[src/rtl/pipeline_pkg.sv]
// Shared pipeline constants: register specifier width, forwarding select codes,
// mult/div latency default and the ID-stage hazard term bundle.
package pipeline_pkg;

   localparam int REG_ADDR_W     = 5;
   localparam int MULDIV_LAT_DEF = 4;

   localparam logic [REG_ADDR_W-1:0] REG_ZERO = '0;

   // Forwarding mux selects, shared with the EX forwarding unit
   localparam logic [1:0] FWD_NONE    = 2'b00;
   localparam logic [1:0] FWD_EX_MEM  = 2'b10;
   localparam logic [1:0] FWD_WB_MEM  = 2'b01;
   localparam logic [1:0] FWD_WB_ALU  = 2'b11;

   typedef struct packed {
      logic loadUse;
      logic brEx;
      logic brMem;
      logic mdConflict;
   } hazard_t;

   function automatic logic anyHazard(input hazard_t h);
      return h.loadUse | h.brEx | h.brMem | h.mdConflict;
   endfunction

endpackage

[src/rtl/muldiv_busy_counter.sv]
// Mult/div EX occupancy counter: loads MULDIV_LAT-1 on issue, then counts down
// one per clock and holds at zero. busy is combinational from the count.
module muldiv_busy_counter #(
   parameter int MULDIV_LAT = 4,
   parameter int CNT_W      = 3
) (
   input  logic             clk,
   input  logic             reset,
   input  logic             load,
   output logic             busy,
   output logic [CNT_W-1:0] mdCnt
);
   import pipeline_pkg::*;

   localparam logic [CNT_W-1:0] LOAD_VAL = CNT_W'(MULDIV_LAT - 1);

   always_ff @(posedge clk) begin
      if (reset) begin
         mdCnt <= '0;
      end else if (load) begin
         mdCnt <= LOAD_VAL;
      end else if (mdCnt != '0) begin
         mdCnt <= mdCnt - 1'b1;
      end
   end

   assign busy = (mdCnt != '0);

endmodule

[src/rtl/hazard_stall_unit.sv]
// ID-stage hazard detection: load-use, unforwardable branch operands, mult/div occupancy.
// Zero-cycle: PC/IF_ID enables and flushes follow the hazard in the same cycle; stall holds IF/ID.
// HAZARD_PERF_CNT_EN adds StallCycles/BranchStallCycles counters without changing behaviour.
module hazard_stall_unit #(
   parameter int REG_ADDR_W = pipeline_pkg::REG_ADDR_W,
   parameter int MULDIV_LAT = pipeline_pkg::MULDIV_LAT_DEF,
   parameter int CNT_W      = 3
) (
   input  logic                  clk,
   input  logic                  reset,
   input  logic [REG_ADDR_W-1:0] IF_IDRegisterRs,
   input  logic [REG_ADDR_W-1:0] IF_IDRegisterRt,
   input  logic                  IF_IDUsesRt,
   input  logic                  IF_IDIsBranch,
   input  logic                  IF_IDIsMulDiv,
   input  logic                  ID_ExMemRead,
   input  logic                  ID_ExRegWrite,
   input  logic [REG_ADDR_W-1:0] ID_ExRegisterRd,
   input  logic                  Ex_MemMemRead,
   input  logic [REG_ADDR_W-1:0] Ex_MemRegisterRd,
   input  logic                  BranchTaken,
`ifdef HAZARD_PERF_CNT_EN
   output logic [31:0]           StallCycles,
   output logic [31:0]           BranchStallCycles,
`endif
   output logic                  PCWrite,
   output logic                  IF_IDWrite,
   output logic                  ID_ExFlush,
   output logic                  IF_IDFlush
);
   import pipeline_pkg::*;

   hazard_t          hz;
   logic             stall;
   logic             busy;
   logic             mdLoad;
   logic [CNT_W-1:0] mdCnt;

   // $0 is hardwired, so a write to it can never be a real dependency
   function automatic logic regMatch(input logic [REG_ADDR_W-1:0] dst);
      return (dst != REG_ADDR_W'(REG_ZERO)) &&
             ((dst == IF_IDRegisterRs) || (IF_IDUsesRt && (dst == IF_IDRegisterRt)));
   endfunction

   always_comb begin
      hz            = '0;
      hz.loadUse    = ID_ExMemRead && regMatch(ID_ExRegisterRd);
      hz.brEx       = IF_IDIsBranch && ID_ExRegWrite && regMatch(ID_ExRegisterRd);
      hz.brMem      = IF_IDIsBranch && Ex_MemMemRead && regMatch(Ex_MemRegisterRd);
      hz.mdConflict = busy && IF_IDIsMulDiv;
      stall         = anyHazard(hz);
   end

   // A mult/div only claims the unit on the cycle it actually leaves ID
   assign mdLoad = IF_IDIsMulDiv && !stall && !busy;

   muldiv_busy_counter #(
      .MULDIV_LAT (MULDIV_LAT),
      .CNT_W      (CNT_W)
   ) u_busyCnt (
      .clk   (clk),
      .reset (reset),
      .load  (mdLoad),
      .busy  (busy),
      .mdCnt (mdCnt)
   );

   always_comb begin
      PCWrite    = 1'b1;
      IF_IDWrite = 1'b1;
      ID_ExFlush = 1'b0;
      IF_IDFlush = 1'b0;
      if (reset) begin
         PCWrite    = 1'b0;
         IF_IDWrite = 1'b0;
         ID_ExFlush = 1'b1;
         IF_IDFlush = 1'b1;
      end else begin
         PCWrite    = !stall;
         IF_IDWrite = !stall;
         ID_ExFlush = stall;
         // Comparator operands are stale while stalled, so the outcome is ignored
         IF_IDFlush = IF_IDIsBranch && BranchTaken && !stall;
      end
   end

`ifdef HAZARD_PERF_CNT_EN
   always_ff @(posedge clk) begin
      if (reset) begin
         StallCycles       <= '0;
         BranchStallCycles <= '0;
      end else begin
         if (stall) begin
            StallCycles <= StallCycles + 32'd1;
         end
         if (hz.brEx || hz.brMem) begin
            BranchStallCycles <= BranchStallCycles + 32'd1;
         end
      end
   end
`endif

endmodule
[config.mk]
export PLATFORM = sky130hd
export DESIGN_NAME = hazard_stall_unit
export DESIGN_NICKNAME = d
export VERILOG_FILES = /design/src/rtl/pipeline_pkg.sv /design/src/rtl/muldiv_busy_counter.sv /design/src/rtl/hazard_stall_unit.sv
export SDC_FILE = /design/constraint.sdc
export NUM_CORES = 1
export LEC_CHECK = 0
export CAP_MARGIN = 10
export CORE_MARGIN = 8
export CORE_UTILIZATION = 37
export CTS_CLUSTER_DIAMETER = 60
export CTS_CLUSTER_SIZE = 10
export DETAILED_ROUTE_END_ITERATION = 8
export PLACE_DENSITY = 0.9
export SLEW_MARGIN = 20
export SYNTH_ARGS = -nofsm -noshare
export SYNTH_HDL_FRONTEND = slang
export SYNTH_SLANG_ARGS = --single-unit
[constraint.sdc]
create_clock -name clk -period 5 [get_ports clk]
set_input_delay 1.25 -clock clk [delete_from_list [all_inputs] [get_ports clk]]
set_output_delay 1.25 -clock clk [all_outputs]
set_load 0.1 [all_outputs]
**Yosys cells after proc, flatten, opt, wreduce, memory -nomap -nowiden**

Cells that the tools add are included.

- Bits in registers: 3
- Input bits: 29
- Output and inout bits: 4
- Logic and storage cells: 38

- Add/subtract/negate cells: 1
- Eq/ne operators: 4
- Mux-type cells: 5
- Bitwise logic cells: 3
- Reduce and logical (&&, ||, !) cells: 23

Operator list:

| cell | number |
|---|---|
| == test 5 bit | 4 |
| logical AND 1 bit | 14 |
| nonzero test 5 bit | 2 |
| two-way mux 2 bit | 2 |
| two-way mux 1 bit | 3 |
| OR 1 bit | 3 |
| nonzero test 3 bit | 1 |
| subtractor 3 x 1 -> 3 bit, second input constant | 1 |
| zero test 1 bit | 2 |
| logical OR 1 bit | 2 |
| nonzero test 2 bit | 1 |
| OR reduction 2 bit | 1 |

**Depth between registers and ports, before layout**

Gate-level depths: netlist (run 1).

- Depth in word-level cells: 12
- Mapped depth: 7
- Mapped depth without buffers: 6

**Modules after synthesis**

From an unflattened synthesis (run 1), not the netlist that was laid out.

- Cells, all modules: 61
- Area total of the unflattened synthesis: 521.8 um2

Modules (own cells, without submodules):

| module | times used | cells an instance | area an instance (um2) | seq. area each (um2) |
|---|---|---|---|---|
| hazard_stall_unit | 1 | 44 | 350.3 | 0.0 |
| muldiv_busy_counter | 1 | 17 | 171.4 | 60.1 |

**Least setup slack after synthesis (run 1)**

OpenSTA, ideal clock, no wires.

- Path kind: input -> output
- Start: in Ex_MemRegisterRd[0]
- End: out PCWrite
- Arrival: 3.440 ns
- Data required time: 3.750 ns
- Setup slack: 0.310 ns
- Stages: 6
- Buffers on the path: 1
- Cells stage by stage: or3_1 -> o311a_1 -> a22oi_2 -> a21boi_2 -> and2b_1 -> buf_4

- Longest elaborated chain between the ends: 9
- Elaborated cells between the ends (all ways): 11
- Classes of those cells: eq/ne (2); mux (1); bitwise (2); reduce/logical (6)

Ends and longest elaborated chain:

| item | RTL line | text |
|---|---|---|
| start: declaration | hazard_stall_unit.sv:20 | `input logic [REG_ADDR_W-1:0] Ex_MemRegisterRd,` |
| == test 5 bit | hazard_stall_unit.sv:42 | `((dst == IF_IDRegisterRs) \|\| (IF_IDUsesRt && (dst == IF_IDRegisterRt)));` |
| logical AND 1 bit | hazard_stall_unit.sv:42 |  |
| logical OR 1 bit | hazard_stall_unit.sv:42 |  |
| logical AND 1 bit (*) | hazard_stall_unit.sv:41 | `return (dst != REG_ADDR_W'(REG_ZERO)) &&` |
| logical AND 1 bit (*) | hazard_stall_unit.sv:49 | `hz.brMem = IF_IDIsBranch && Ex_MemMemRead && regMatch(Ex_MemRegisterRd);` |
| OR 1 bit (*) (2 in series) | pipeline_pkg.sv:24 | `return h.loadUse \| h.brEx \| h.brMem \| h.mdConflict;` |
| zero test 1 bit (*) | - |  |
| two-way mux 1 bit (*) | - |  |
| end: declaration | hazard_stall_unit.sv:26 | `output logic PCWrite,` |

Every way passes the cells marked *; elsewhere a longest branch is shown, timed or not.

**Worst setup path in the final report (run 1)**

- Start: in Ex_MemRegisterRd[0]
- End: out IF_IDWrite

- Longest elaborated chain between the ends: 9
- Elaborated cells between the ends (all ways): 11
- Classes of those cells: eq/ne (2); mux (1); bitwise (2); reduce/logical (6)

Ends and longest elaborated chain:

| item | RTL line | text |
|---|---|---|
| == test 5 bit | hazard_stall_unit.sv:42 |  |
| logical AND 1 bit | hazard_stall_unit.sv:42 |  |
| logical OR 1 bit | hazard_stall_unit.sv:42 |  |
| logical AND 1 bit (*) | hazard_stall_unit.sv:41 |  |
| logical AND 1 bit (*) | hazard_stall_unit.sv:49 |  |
| OR 1 bit (*) (2 in series) | pipeline_pkg.sv:24 |  |
| zero test 1 bit (*) | hazard_stall_unit.sv:80 | `IF_IDWrite = !stall;` |
| two-way mux 1 bit (*) | hazard_stall_unit.sv:73 | `if (reset) begin` |
| end: declaration | hazard_stall_unit.sv:27 | `output logic IF_IDWrite,` |

Marks and branches as above.

==> reports/metrics.yaml, run 1 <==
power:
  p_total_mw: 0.277
  p_leak_nw: 0.323
  power_density_nw_per_um2: 314
  vdd_drop_max_mv: 0.132
place:
  post_dp_cell_area_um2: 857
  port_buffers: 32
  post-place-cells: 105
  gp_congestion: 0.843
  dpl.hpwl_mm: 1.35
layout:
  reg_top3: "u_busyCnt.mdCnt x3"
  layout-drive-gt1-share_pct: 12.8
  layout_common_cells: "clkdlybuf4s50_1, xnor2_1, nor2_1, nand2_1, buf_12"
  largest_reg_flops: 3
  antenna_cells: 0
  final_common_cell: "clkdlybuf4s50_1"
  nNetsFinal: 126
  area_growth_pct: 82.0
  top_register: "u_busyCnt.mdCnt"
  stdcell_count: 109
  fin_area_um2: 883
die:
  rows: 13
  start_util_pct: 38.3
  core_area_um2: 1270
  ioPinCount: 33
  die_w_um: 52.2
  dieArea_um2: 2730
  die_h_um: 52.2
worst_setup_path:
  rr_worst_depth: 5
  slowest_delay_ps: 460
  critPathMaxFanout: 3
  crit_arrival_ps: 3300
  startpoint_type: "input port"
  critPathTopFamily: "compound AO/OA/AOI/OAI gates"
  cp.depth: 7
  slowest_stage: "clkdlybuf4s50_1"
  crit_type: "in2out"
  crit_path_end_kind: "primary output"
  path_cells: "clkdlybuf4s50_1 > or3_1 > o311a_1 > a22oi_2 > a21boi_2 > and2b_1 > buf_12"
  crit_buf_inv: 2
  required_ps: 3750
sta:
  grt_setup_unrepaired: "false"
  period_needed_ps: 4550
  setup_viol: 0
  drv_slew: 0
  timing.slew.headroom_pct: 72.9
  holdWs_ps: 514
  fin_tns_setup_ps: 0
  skew_ps: 5.69
  finalHoldViolCount: 0
  worst_pin_slew_ps: 404
  post-route-period-util_pct: 91.1
  max_freq_mhz: 220
detailed_routing:
  drcViolationCount: 0
  wl_met2_um: 722
  routed_wl_mm: 1.46
  wl_met3_um: 135
  routedWlPerCell_um: 13.4
  wl_met1_um: 578
  via_count: 538
  antenna_left: 0
  top_layer: "met4"
  vias_per_cell: 4.94
  drt_iter0_markers: 11
  dr.pass1.iters: 4
logic_synthesis:
  syn_area_um2: 485
  postSynthAreaPerCell_um2: 8.23
  yosysTopAreaCell: "xnor2_1"
  synth_top_area_share_pct: 36.1
  synth.area.top_cells: "xnor2_1, dfxtp_1, ha_1"
  synthCells: 59
  synth_cell_types: 24
  seq_area_frac_synth_pct: 12.4
  synth_nets: 90
  yosys_warnings: 0
  ys_ff_latch: 3
grt:
  grtUsageTotal_pct: 12.1
  antenna_found_initial: 0
  overflow: 0
  grt_max_degree: 8
  first_global_vias: 638
  grt_pass1_wl_mm: 2.57
cts:
  worstSkewPairLatency_ps: 230
  post_cts_resized: 0
  cts_tree: "done"
  clkTransAtPathRegs_ps: 40
  clockRootBuffer: "clkbuf_4"
  cts_setup_buffers: 0
  cts_sinks: 3
  ctsHoldBuffers: 0
  clk_path_buf_depth: 2
  cts_made_buffers: 3
  htree_levels: 1
flow_run:
  drv_cap: 0
worst_hold_path:
  min-delay-path-class: "reg2reg"
  worstHoldPathCells: 2
status:
  run_status: "finished clean"
==> cell type report <==
class                      instances  area, um2
multi-input combinational         53        410
fill                             108        385
timing repair buffer              32        360
sequential                         3       60.1
clock buffer                       4       26.3
tap                               15       18.8
inverter                           2       7.51
==> layer usage <==
metal  up-vias  track usage [%]
met5         -                0
met4         0             7.76
met3         4             4.26
met2        31             20.8
met1       232             12.2
li1        271                -
==> cells by family after synthesis <==
kind of cell / synth area share, %
XOR/XNOR: 36.1
buffers and inverters: 3.09
multiplexers: 5.15
flip-flops: 12.4
AND/OR/NAND/NOR: 18.0
adder cells (fa/ha/maj): 5.15
AO/OA/AOI/OAI: 20.1
==> path summary, 6_finish.rpt <==
check / end / startpoint / slack, ps
min reg2reg: u_busyCnt.mdCnt[0] / u_busyCnt.mdCnt[0] / 510
max reg2reg: u_busyCnt.mdCnt[1] / u_busyCnt.mdCnt[0] / 3700
max: IF_IDWrite / Ex_MemRegisterRd[0] / 450
min: u_busyCnt.mdCnt[0] / u_busyCnt.mdCnt[0] / 510
==> metrics by stage <==
stage          worst slack (ps)  util [%]
6_report                    445      69.6
5_1_grt                     346      69.6
4_1_cts                     418      69.6
3_5_place_dp                425      67.6
3_3_place_gp                515      67.6
2_1_floorplan               310         -
==> synth_stat cells <==
master	count
nor2_1	5
or3_1	1
nand3_1	2
a21oi_4	1
inv_1	2
buf_4	1
xnor2_1	20
nand4_1	2
o311a_1	1
a21boi_2	1
o22ai_1	2
mux2_4	1
a21o_1	1
nand2_1	4
and2b_1	1
nor3_1	1
nand2b_1	2
a21oi_1	2
a31o_1	1
ha_1	2
mux2i_1	1
a21oi_2	1
dfxtp_1	3
a22oi_2	1
==> where the power goes <==
part | switching, mW | internal, mW
Combinational | 0.107 | 0.0874
Clock | 0.0130 | 0.0299
Sequential | 0.00459 | 0.0347
==> tightest hold or removal path, cell delays in order, from the launching register on <==
cell,delay [ps]
dfxtp_1,300
inv_1,100
a21oi_1,70
Power figures use the tool's default switching activity.
==> run 2: changes to the inputs <==
- CORE_MARGIN: 8 -> default
- GPL_TIMING_DRIVEN: default -> 0
==> run 2 against run 1 <==
Non-clock buffer count is 1 higher. Sequential share of layout area increased by 0.26 points. Via count is 6.3% higher. Critical path type unchanged. Clock power about the same. Final cell count is the same. First-iteration DRC count shrank 18%. Die area decreased by 46%. Critical endpoint is now PCWrite. Critical path depth rose by 1.
==> reports/metrics.yaml, run 2 (synthesis gave the netlist of run 1 again) <==
status:
  run_status: "finished clean"  # unchanged
layout:
  fin_area_um2: 851  # was 883 um2
  fillers: 93  # was 108
  layout-drive-gt1-share_pct: 12.6  # was 12.8%
  multi_input_area_um2: 410  # unchanged
  final_common_cell: "clkdlybuf4s50_1"  # unchanged
  top_register: "u_busyCnt.mdCnt"  # unchanged
  reg_top3: "u_busyCnt.mdCnt x3"  # unchanged
  finalCoreUtilization_pct: 73.6  # was 69.6%
  stdcell_count: 109  # unchanged
  nNetsFinal: 127  # was 126
  layout_common_cells: "clkdlybuf4s50_1, xnor2_1, nor2_1, nand2_1"  # was clkdlybuf4s50_1, xnor2_1, nor2_1, nand2_1, buf_12
  area_growth_pct: 75.3  # was 82.0%
  seq_area_um2: 60.1  # unchanged
  antenna_cells: 0  # unchanged
  largest_reg_flops: 3  # unchanged
sta:
  drv_slew: 0  # unchanged
  fin_tns_setup_ps: 0  # unchanged
  grt_setup_unrepaired: "false"  # unchanged
  worst_pin_slew_ps: 947  # was 404 ps
  setup_viol: 0  # unchanged
  skew_ps: 5.20  # was 5.69 ps
  finalHoldViolCount: 0  # unchanged
  timing.slew.headroom_pct: 37.1  # was 72.9%
  max_freq_mhz: 206  # was 220 MHz
  period_needed_ps: 4840  # was 4550 ps
  post-route-period-util_pct: 96.9  # was 91.1%
flow_run:
  drv_cap: 0  # unchanged
worst_setup_path:
  slowest_delay_ps: 520  # was 460 ps
  required_ps: 3750  # about the same
  startpoint_type: "input port"  # unchanged
  crit_arrival_ps: 3590  # was 3300 ps
  r2r-start: "u_busyCnt.mdCnt[0]"  # unchanged
  reg2reg_slack_ps: 3690  # was 3700 ps
  slowest_stage: "clkdlybuf4s18_2"  # was clkdlybuf4s50_1
  critPathMaxFanout: 3  # unchanged
  reg2reg_to: "u_busyCnt.mdCnt[1]"  # unchanged
  crit_path_end_kind: "primary output"  # unchanged
  rr_worst_depth: 5  # unchanged
  crit_type: "in2out"  # unchanged
  path_cells: "clkdlybuf4s50_1 > or3_1 > o311a_1 > a22oi_2 > a21boi_2 > and2b_1 > buf_4 > clkdlybuf4s18_2"  # was clkdlybuf4s50_1 > or3_1 > o311a_1 > a22oi_2 > a21boi_2 > and2b_1 > buf_12
worst_hold_path:
  min_to: "u_busyCnt.mdCnt[2]"  # was u_busyCnt.mdCnt[0]
  min-delay-path-class: "reg2reg"  # unchanged
  worstHoldPathCells: 2  # unchanged
  hold_start: "u_busyCnt.mdCnt[2]"  # was u_busyCnt.mdCnt[0]
detailed_routing:
  routed_wl_mm: 1.24  # was 1.46 mm
  vias_per_cell: 5.25  # was 4.94
  drcViolationCount: 0  # unchanged
  routedWlPerCell_um: 11.4  # was 13.4 um
  drt_iter0_markers: 9  # was 11
  via_count: 572  # was 538
  dr.pass1.iters: 4  # unchanged
  antenna_left: 0  # unchanged
cts:
  cts_tree: "done"  # unchanged
  worstSkewPairLatency_ps: 230  # about the same
  ctsHoldBuffers: 0  # unchanged
  cts_made_buffers: 3  # unchanged
  clk_path_buf_depth: 2  # unchanged
  clockRootBuffer: "clkbuf_4"  # unchanged
  htree_levels: 1  # unchanged
  cts_sinks: 3  # unchanged
  clkTransAtPathRegs_ps: 40  # about the same
die:
  die_w_um: 38.2  # was 52.2 um
  start_util_pct: 42.0  # was 38.3%
  die_h_um: 38.2  # was 52.2 um
  core_area_um2: 1160  # was 1270 um2
  rows: 12  # was 13
  dieArea_um2: 1460  # was 2730 um2
  ioPinCount: 33  # unchanged
power:
  p_total_mw: 0.259  # was 0.277 mW
  vdd_drop_max_mv: 0.111  # was 0.132 mV
  p_leak_nw: 0.309  # was 0.323 nW
  power_density_nw_per_um2: 305  # was 314 nW/um2
grt:
  overflow: 0  # unchanged
  grtUsageTotal_pct: 19.6  # was 12.1%
  first_global_vias: 557  # was 638
  antenna_found_initial: 0  # unchanged
  grt_max_degree: 8  # unchanged
  grt_pass1_wl_mm: 2.01  # was 2.57 mm
place:
  post-place-cells: 105  # unchanged
  gp_congestion: 0.788  # was 0.843
  post_dp_cell_area_um2: 823  # was 857 um2
  port_buffers: 32  # unchanged
run 2: changes by cell type in the layout (fill, tap and decap cells not counted), sizes merged:
cell,previous run,this run
buf,4,1
clkdlybuf4s18,0,1
dlygate4sd2,0,1
clkdlybuf4s15,0,2
run 2: final cells by class:
class,instances,area share [%]
flip-flops and latches,3,7.06
repair buffers,32,37.8
clock buffers,4,3.09
plain buffers,1,0.882
inverters,2,0.882
multi-input cells,53,48.2
well taps,14,2.06
run 2: worst max path at each step:
stage,from,end,slack [ps],depth (start not counted)
2_1_floorplan,Ex_MemRegisterRd[0],PCWrite,310,6
3_3_place_gp,Ex_MemRegisterRd[0],PCWrite,-420,8
3_5_place_dp,Ex_MemRegisterRd[0],PCWrite,-450,8
4_1_cts,Ex_MemRegisterRd[0],PCWrite,130,8
5_1_grt,Ex_MemRegisterRd[0],PCWrite,20,8
6_report,Ex_MemRegisterRd[0],PCWrite,160,8
run 2: what timing repair did:
| action | 4_1_cts | 5_1_grt |
|---|---|---|
| setup endpoints to repair | 4 | 1 |
| gates resized for setup | 10 | 1 |
| buffers inserted | 0 | 0 |
| hold endpoints to repair | 0 | 0 |
run 2: stage by stage:
step / hold slack (ps) / setup slack, ps
2_1_floorplan: 472 / 310
3_3_place_gp: 489 / -421
3_5_place_dp: 519 / -449
4_1_cts: 520 / 125
5_1_grt: 545 / 18.5
6_report: 518 / 157
run 2: metal layers:
| layer | track usage (%) | part of all wire, % | wire length [um] |
|---|---|---|---|
| met5 | 0 | 0 | 0 |
| met4 | 5.36 | 2.5 | 31 |
| met3 | 5.81 | 9.8 | 122 |
| met2 | 41.9 | 51 | 633 |
| met1 | 16.4 | 36 | 452 |
run 2: where the power goes:
| group | internal [mW] | switching [mW] | leakage, nW | total [mW] |
|---|---|---|---|---|
| Sequential | 0.0347 | 0.00493 | 0.0250 | 0.0396 |
| Clock | 0.0300 | 0.0131 | 0.0150 | 0.0430 |
| Combinational | 0.0734 | 0.103 | 0.269 | 0.177 |
run 2: worst max-delay path: cells and delay by family:
| kind | cells | cell delay, ps |
|---|---|---|
| and+or+nand+nor | 2 | 550 |
| buffers and inverters | 3 | 1090 |
| AOI/OAI and AO/OA | 3 | 700 |
